`config.mk`:
```
export PLATFORM = sky130hd
export DESIGN_NAME = cybercobra_mc
export DESIGN_NICKNAME = d
export VERILOG_FILES = /design/src/rtl/cybercobra_mc.sv
export SDC_FILE = /design/constraint.sdc
export NUM_CORES = 2
export LEC_CHECK = 0
export ABC_AREA = 1
export CAP_MARGIN = 20
export CORE_MARGIN = 4
export CORE_UTILIZATION = 40
export DETAILED_ROUTE_END_ITERATION = 10
export SYNTH_ARGS = -nofsm -noshare
export SYNTH_HDL_FRONTEND = slang
export SYNTH_SLANG_ARGS = --single-unit
```
`constraint.sdc`:
```
create_clock -name clk_i -period 7.1 [get_ports clk_i]
set_clock_uncertainty 0.2 [all_clocks]
set_input_delay 1.065 -clock clk_i [delete_from_list [all_inputs] [get_ports clk_i]]
set_output_delay 1.065 -clock clk_i [all_outputs]
set_load 0.05 [all_outputs]
```
`src/rtl/cybercobra_mc.sv`:
```
`default_nettype none
// ============================================================================
// Module   : cybercobra_mc
// Summary  : Parametrised multi-cycle CYBERcobra core. It fetches over a
//            req/ack handshake, reads switches over valid/ready, drives a
//            strobed output register and stops in a halt state.
// Options  : CYBERCOBRA_RETIRE_CNT_EN enables the 32-bit retired-instruction
//            counter. When the macro is undefined, retired_o is tied to 0.
// Revision : 1.0 - initial release
// ============================================================================
module cybercobra_mc #(
  parameter int              DATA_W   = 32,
  parameter int              NREGS    = 32,
  parameter int              PC_W     = 32,
  parameter logic [PC_W-1:0] RESET_PC = '0
) (
  input  logic              clk_i,
  input  logic              rst_ni,
  output logic              imem_req_o,
  output logic [PC_W-1:0]   imem_addr_o,
  input  logic              imem_ack_i,
  input  logic [31:0]       imem_rdata_i,
  input  logic [15:0]       sw_i,
  input  logic              sw_valid_i,
  output logic              sw_ready_o,
  output logic [DATA_W-1:0] out_o,
  output logic              out_valid_o,
  output logic              halted_o,
  output logic [31:0]       retired_o
);

  localparam int SHW = $clog2(DATA_W);

  typedef enum logic [1:0] {
    S_FETCH   = 2'd0,
    S_EXEC    = 2'd1,
    S_WAIT_IN = 2'd2,
    S_HALT    = 2'd3
  } state_t;

  state_t              state_q, state_d;
  logic [PC_W-1:0]     pc_q, pc_d;
  logic [31:0]         ir_q;
  logic [DATA_W-1:0]   out_q;
  logic                out_valid_q;

  // Instruction fields
  logic                j_w, b_w;
  logic [1:0]          ws_w;
  logic [4:0]          aluop_w, ra1_w, ra2_w, wa_w;
  logic [7:0]          off_w;

  assign j_w     = ir_q[31];
  assign b_w     = ir_q[30];
  assign ws_w    = ir_q[29:28];
  assign aluop_w = ir_q[27:23];
  assign ra1_w   = ir_q[22:18];
  assign ra2_w   = ir_q[17:13];
  assign off_w   = ir_q[12:5];
  assign wa_w    = ir_q[4:0];

  // Register file: one read port per operand, one write port
  logic [DATA_W-1:0]   rf_rd [32];
  logic                rf_we;
  logic [DATA_W-1:0]   rf_wdata;

  // x0 and addresses beyond NREGS have no storage and read as zero
  for (genvar gi = 0; gi < 32; gi++) begin : g_rf
    if (gi == 0 || gi >= NREGS) begin : g_zero
      assign rf_rd[gi] = '0;
    end else begin : g_reg
      logic [DATA_W-1:0] reg_q;
      // Register gi captures the write port when it is the target
      always_ff @(posedge clk_i or negedge rst_ni) begin
        if (!rst_ni) begin
          reg_q <= '0;
        end else if (rf_we && (wa_w == 5'(gi))) begin
          reg_q <= rf_wdata;
        end
      end
      assign rf_rd[gi] = reg_q;
    end
  end

  logic [DATA_W-1:0]   op_a, op_b;
  logic [SHW-1:0]      shamt;
  assign op_a  = rf_rd[ra1_w];
  assign op_b  = rf_rd[ra2_w];
  assign shamt = op_b[SHW-1:0];

  logic [DATA_W-1:0]   alu_res;
  logic                alu_flag;
  logic                lts, ltu;
  assign lts = $signed(op_a) < $signed(op_b);
  assign ltu = op_a < op_b;

  // ALU: data ops give a result, compare ops give the branch flag
  always_comb begin
    alu_res  = '0;
    alu_flag = 1'b0;
    case (aluop_w)
      5'b00000: alu_res = op_a + op_b;
      5'b01000: alu_res = op_a - op_b;
      5'b00001: alu_res = op_a << shamt;
      5'b00010: alu_res = {{(DATA_W-1){1'b0}}, lts};
      5'b00011: alu_res = {{(DATA_W-1){1'b0}}, ltu};
      5'b00100: alu_res = op_a ^ op_b;
      5'b00101: alu_res = op_a >> shamt;
      5'b01101: alu_res = $unsigned($signed(op_a) >>> shamt);
      5'b00110: alu_res = op_a | op_b;
      5'b00111: alu_res = op_a & op_b;
      5'b11100: alu_flag = lts;
      5'b11110: alu_flag = ltu;
      5'b11101: alu_flag = ~lts;
      5'b11111: alu_flag = ~ltu;
      5'b11000: alu_flag = (op_a == op_b);
      5'b11001: alu_flag = (op_a != op_b);
      default: begin
        alu_res  = '0;
        alu_flag = 1'b0;
      end
    endcase
  end

  logic [PC_W-1:0]     pc_plus4, pc_target;
  logic [DATA_W-1:0]   imm_ext, sw_ext;
  assign pc_plus4  = pc_q + PC_W'(4);
  assign pc_target = pc_q + {{(PC_W-10){off_w[7]}}, off_w, 2'b00};
  assign imm_ext   = {{(DATA_W-23){ir_q[27]}}, ir_q[27:5]};
  assign sw_ext    = {{(DATA_W-16){sw_i[15]}}, sw_i};

  logic                out_load;
  logic                sw_ready;

  // Next-state, next-PC and register-write decode
  always_comb begin
    state_d  = state_q;
    pc_d     = pc_q;
    rf_we    = 1'b0;
    rf_wdata = '0;
    out_load = 1'b0;
    sw_ready = 1'b0;
    case (state_q)
      S_FETCH: begin
        if (imem_ack_i) state_d = S_EXEC;
      end
      S_EXEC: begin
        if (j_w) begin
          if (off_w == 8'd0) begin
            state_d = S_HALT;
          end else begin
            pc_d    = pc_target;
            state_d = S_FETCH;
          end
        end else if (b_w) begin
          pc_d    = alu_flag ? pc_target : pc_plus4;
          state_d = S_FETCH;
        end else begin
          case (ws_w)
            2'd0: begin
              rf_we    = 1'b1;
              rf_wdata = imm_ext;
              pc_d     = pc_plus4;
              state_d  = S_FETCH;
            end
            2'd1: begin
              rf_we    = 1'b1;
              rf_wdata = alu_res;
              pc_d     = pc_plus4;
              state_d  = S_FETCH;
            end
            2'd2: begin
              sw_ready = 1'b1;
              if (sw_valid_i) begin
                rf_we    = 1'b1;
                rf_wdata = sw_ext;
                pc_d     = pc_plus4;
                state_d  = S_FETCH;
              end else begin
                state_d  = S_WAIT_IN;
              end
            end
            default: begin
              out_load = 1'b1;
              pc_d     = pc_plus4;
              state_d  = S_FETCH;
            end
          endcase
        end
      end
      S_WAIT_IN: begin
        sw_ready = 1'b1;
        if (sw_valid_i) begin
          rf_we    = 1'b1;
          rf_wdata = sw_ext;
          pc_d     = pc_plus4;
          state_d  = S_FETCH;
        end
      end
      default: begin
        state_d = S_HALT;
      end
    endcase
  end

  // State, PC, instruction register and output port
  always_ff @(posedge clk_i or negedge rst_ni) begin
    if (!rst_ni) begin
      state_q     <= S_FETCH;
      pc_q        <= RESET_PC;
      ir_q        <= '0;
      out_q       <= '0;
      out_valid_q <= 1'b0;
    end else begin
      state_q     <= state_d;
      pc_q        <= pc_d;
      out_valid_q <= out_load;
      if (state_q == S_FETCH && imem_ack_i) ir_q  <= imem_rdata_i;
      if (out_load)                         out_q <= op_a;
    end
  end

`ifdef CYBERCOBRA_RETIRE_CNT_EN
  logic [31:0] retired_q;
  logic        retire;
  // An instruction completes exactly when EXEC or WAIT_IN hands back to FETCH
  assign retire = (state_q == S_EXEC || state_q == S_WAIT_IN) && (state_d == S_FETCH);

  // Free-running retired-instruction counter, wraps at 2^32
  always_ff @(posedge clk_i or negedge rst_ni) begin
    if (!rst_ni) begin
      retired_q <= '0;
    end else if (retire) begin
      retired_q <= retired_q + 32'd1;
    end
  end
  assign retired_o = retired_q;
`else
  assign retired_o = '0;
`endif

  assign imem_req_o  = (state_q == S_FETCH);
  assign imem_addr_o = pc_q;
  assign sw_ready_o  = sw_ready;
  assign out_o       = out_q;
  assign out_valid_o = out_valid_q;
  assign halted_o    = (state_q == S_HALT);

endmodule
`default_nettype wire

```
==> flow_summary_export.csv <==
group,metric,value,unit
synth,yosys.cell_count.top_type,"nand2_1",
sta,timing.final.setup_violations,0,
synth,synth_ff_type,"dfrtp_1",
setup_path,critical_path.max_stage_delay,0.74,ns
setup_path,worstSetupEndpointType,"flop",
global_route,grt_start_max_net_pins,197,
route,avgViaCountPerCell,6.063,
sta,tightest_slew,1.202,ns
synth,synthesis.yosys.warnings,0,
final_layout,final_net_count,11610,
global_route,grt_antenna_before_repair,12,
floorplan,core_region,0.1904,mm^2
clock_tree,clock_sink_count,1089,
synth,yosys-top-cells-area,"dfrtp_1, nand2_1, nand3_1, o21ai_0, a21oi_1",
floorplan,fp.dieW,446.0,um
worst_hold_path,hold_class,"in2async",
placed_design,post-dp-hpwl,219800,um
route,finalWirelength,361500,um
clock_tree,clk_pin_slew,0.06,ns
synth,synth_seq_cells,1089,
setup_path,timing.critical_path.arrival,7.62,ns
sta,timing.slew.headroom,0.1974,
synth,netlist_top_cells_count,"nand2_1, nand3_1, dfrtp_1, inv_1, o21ai_0",
clock_tree,ctsRootBufferMaster,"clkbuf_16",
sta,fmaxAchievable,141.3,MHz
synth,syn_inst,11820,
synth,synth-edff-count,0,
route,routedWlPerCell,25.76,um
route,route.vias.total,85090,
placed_design,io_buffers,117,
final_layout,share_of_layout_cells_above_drive_strength_1,0.05852,
setup_path,critical_path.startpoint_type,"flop",
setup_path,required,7.64,ns
setup_path,worst_r2r_startpoint,"ir_q[18]",
placed_design,dp_slack,0.3518,ns
status,run_status,"finished clean",
setup_path,critPathMostFrequentCell,"nand2_1",
sta,fin_tns_setup,0,ns
synth,synth_async_sr_flop_share,1.000,
power,leakage,42.01,nW
global_route,globalRoute.totalOverflow,0,
floorplan,die-area,0.1989,mm^2
setup_path,worst-r2r-setup-slack,0.02,ns
clock_tree,cts-root-to-sink-buffers,3,
setup_path,slowest_stage,"dfrtp_4",
job,drv_cap,0,
clock_tree,clk-insertion-delay-late,0.82,ns
synth,postSynthAreaPerCell,6.493,um^2
synth,netlist-cell-type-count,55,
setup_path,crit_path_max_fanout,31,
clock_tree,cts-hold-fix-buffers,0,
sta,postLayoutSetupSlackWorst,0.02225,ns
final_layout,area.growth.synth_to_final,9.852,%
floorplan,initial_utilization,0.4031,
route,initialDrtViolationCount,12170,
clock_tree,cts_tree,"built",
floorplan,die_height,446.0,um
power,power.density_cell_area,161.8,mW/mm^2
setup_path,worstReg2RegEnd,"g_rf[9].g_reg.reg_q[25]",
setup_path,reg2regPathDepth,28,
placed_design,gp_routability_congestion,1.042,
clock_tree,tritoncts.num_buffers,136,
floorplan,row_count,160,
route,route.antenna.remaining_nets,0,
route,drc_errors,0,
sta,finalCritPeriodShare,0.9969,
sta,final-hold-violation-count,0,
synth,synth_largest_type_area_fraction,0.3551,
synth,synth_seq_area_share,0.3551,
sta,finalWorstPathRequiredPeriod,7.078,ns
synth,post_synth_instance_area,0.07674,mm^2
global_route,grt_first_pass_wirelength,531500,um
clock_tree,cts_max_level,4,
setup_path,timing_worst_setup_path_type,"reg2reg",
route,drt_first_pass_iters,8,
power,worst_supply_voltage_drop_on_vdd,0.2650,mV
sta,final_max_slew_viol_count,0,
global_route,via_count_of_the_first_global_routing_pass,79790,
floorplan,pin_count,152,
synth,netlist.top_cell.by_area,"dfrtp_1",
sta,rsz_0062_raised_after_global_routing,"no",
global_route,gr-usage-all-layers,0.3518,
## layout by cell type (no fill, tap or decap), drive strengths merged, types with 34 or more instances in the layout
cell | synthesis | final
dfrtp | 1089 | 1089
nand3 | 2259 | 2259
nand2 | 3780 | 3780
o22ai | 35 | 35
a21oi | 694 | 694
ha | 134 | 134
or2 | 58 | 58
nor2 | 459 | 459
clkbuf | 497 | 204
conb | 1 | 34
buf | 481 | 288
nand4 | 59 | 59
xor2 | 39 | 39
o211ai | 169 | 169
nor3 | 47 | 47
clkinv | 10 | 34
o21ai | 909 | 909
clkdlybuf4s50 | 0 | 115
inv | 926 | 929
## through the flow
| stage | hold WS [ns] | cell area [um^2] | util | std cells | total power [mW] |
|---|---|---|---|---|---|
| 2_1_floorplan | 0.2491 | 76860 | - | 11850 | 6.389 |
| 3_3_place_gp | 0.2622 | 79700 | 0.4186 | 13780 | 6.562 |
| 3_5_place_dp | 0.2652 | 79750 | 0.4189 | 13790 | 6.564 |
| 4_1_cts | 0.1195 | 84230 | 0.4424 | 14030 | 13.72 |
| 5_1_grt | 0.1647 | 84290 | 0.4427 | 14030 | 13.97 |
| 6_report | 0.1122 | 84300 | 0.4428 | 14040 | 13.64 |
## routing by layer
layer / GRT usage / vias up / routed length [um]
li1: - / 37880 / -
met1: 0.4573 / 40310 / 138200
met2: 0.5350 / 5585 / 155700
met3: 0.08669 / 1313 / 43150
met4: 0.1971 / 4 / 24480
met5: 0 / - / 29
## cells by family (layout without fill, tap and decap cells)
logic type	count (synthesis)	after routing	synth area share
buffers and inverters	1914	1579	0.1067
multiplexers	8	8	0.001158
XOR/XNOR	57	57	0.006506
AO/OA/AOI/OAI	1929	1929	0.1369
flip-flops	1089	1089	0.3551
AND/OR/NAND/NOR	6684	6684	0.3710
other	1	41	0.00004887
adder cells (fa/ha/maj)	137	137	0.02263
## worst max path at each step
stage	startpoint	end	slack [ns]
after floorplan	ir_q[13]	imem_addr_o[4]	2.01
after global placement	ir_q[18]	g_rf[10].g_reg.reg_q[25]	0.35
after detailed placement	ir_q[18]	g_rf[10].g_reg.reg_q[25]	0.35
after CTS	ir_q[13]	g_rf[10].g_reg.reg_q[25]	0.30
after global routing	ir_q[13]	g_rf[11].g_reg.reg_q[25]	0.03
final	ir_q[18]	g_rf[9].g_reg.reg_q[25]	0.02
## worst max-delay path, delay by kind of cell (launching register included)
kind / cells / cell delay (ns)
AOI/OAI and AO/OA: 1 / 0.40
and+or+nand+nor: 20 / 3.75
buffers and inverters: 6 / 1.28
adders and majority gates: 1 / 0.53
DFF: 1 / 0.74
## state kept, by name (all words and copies together) (netlist names)
signal and cells:
imem_addr_o 30, out_valid_o 1, ir_q 32, state_q 2, out_o 32, g_rf.g_reg.reg_q 992
## area by class of cell
class                      instances  area, um^2
inverter                         936        3555
clock buffer                     203        4071
tap                             2511        3142
multi-input combinational       8849       41690
sequential                      1089       27280
fill                           19680      106100
antenna                            7       17.52
timing repair buffer             404        4129
clock inverter                    36       409.1
## repair_timing
item,CTS,global route
resized for setup,0,9
endpoints found under the setup margin,0,49
setup buffers,0,1
## where the power goes
part / switching [mW] / internal (mW)
Combinational: 0.198 / 0.0387
Clock: 2.98 / 4.21
Sequential: 0 / 6.21
No activity file was read; power rests on OpenSTA's default activity.
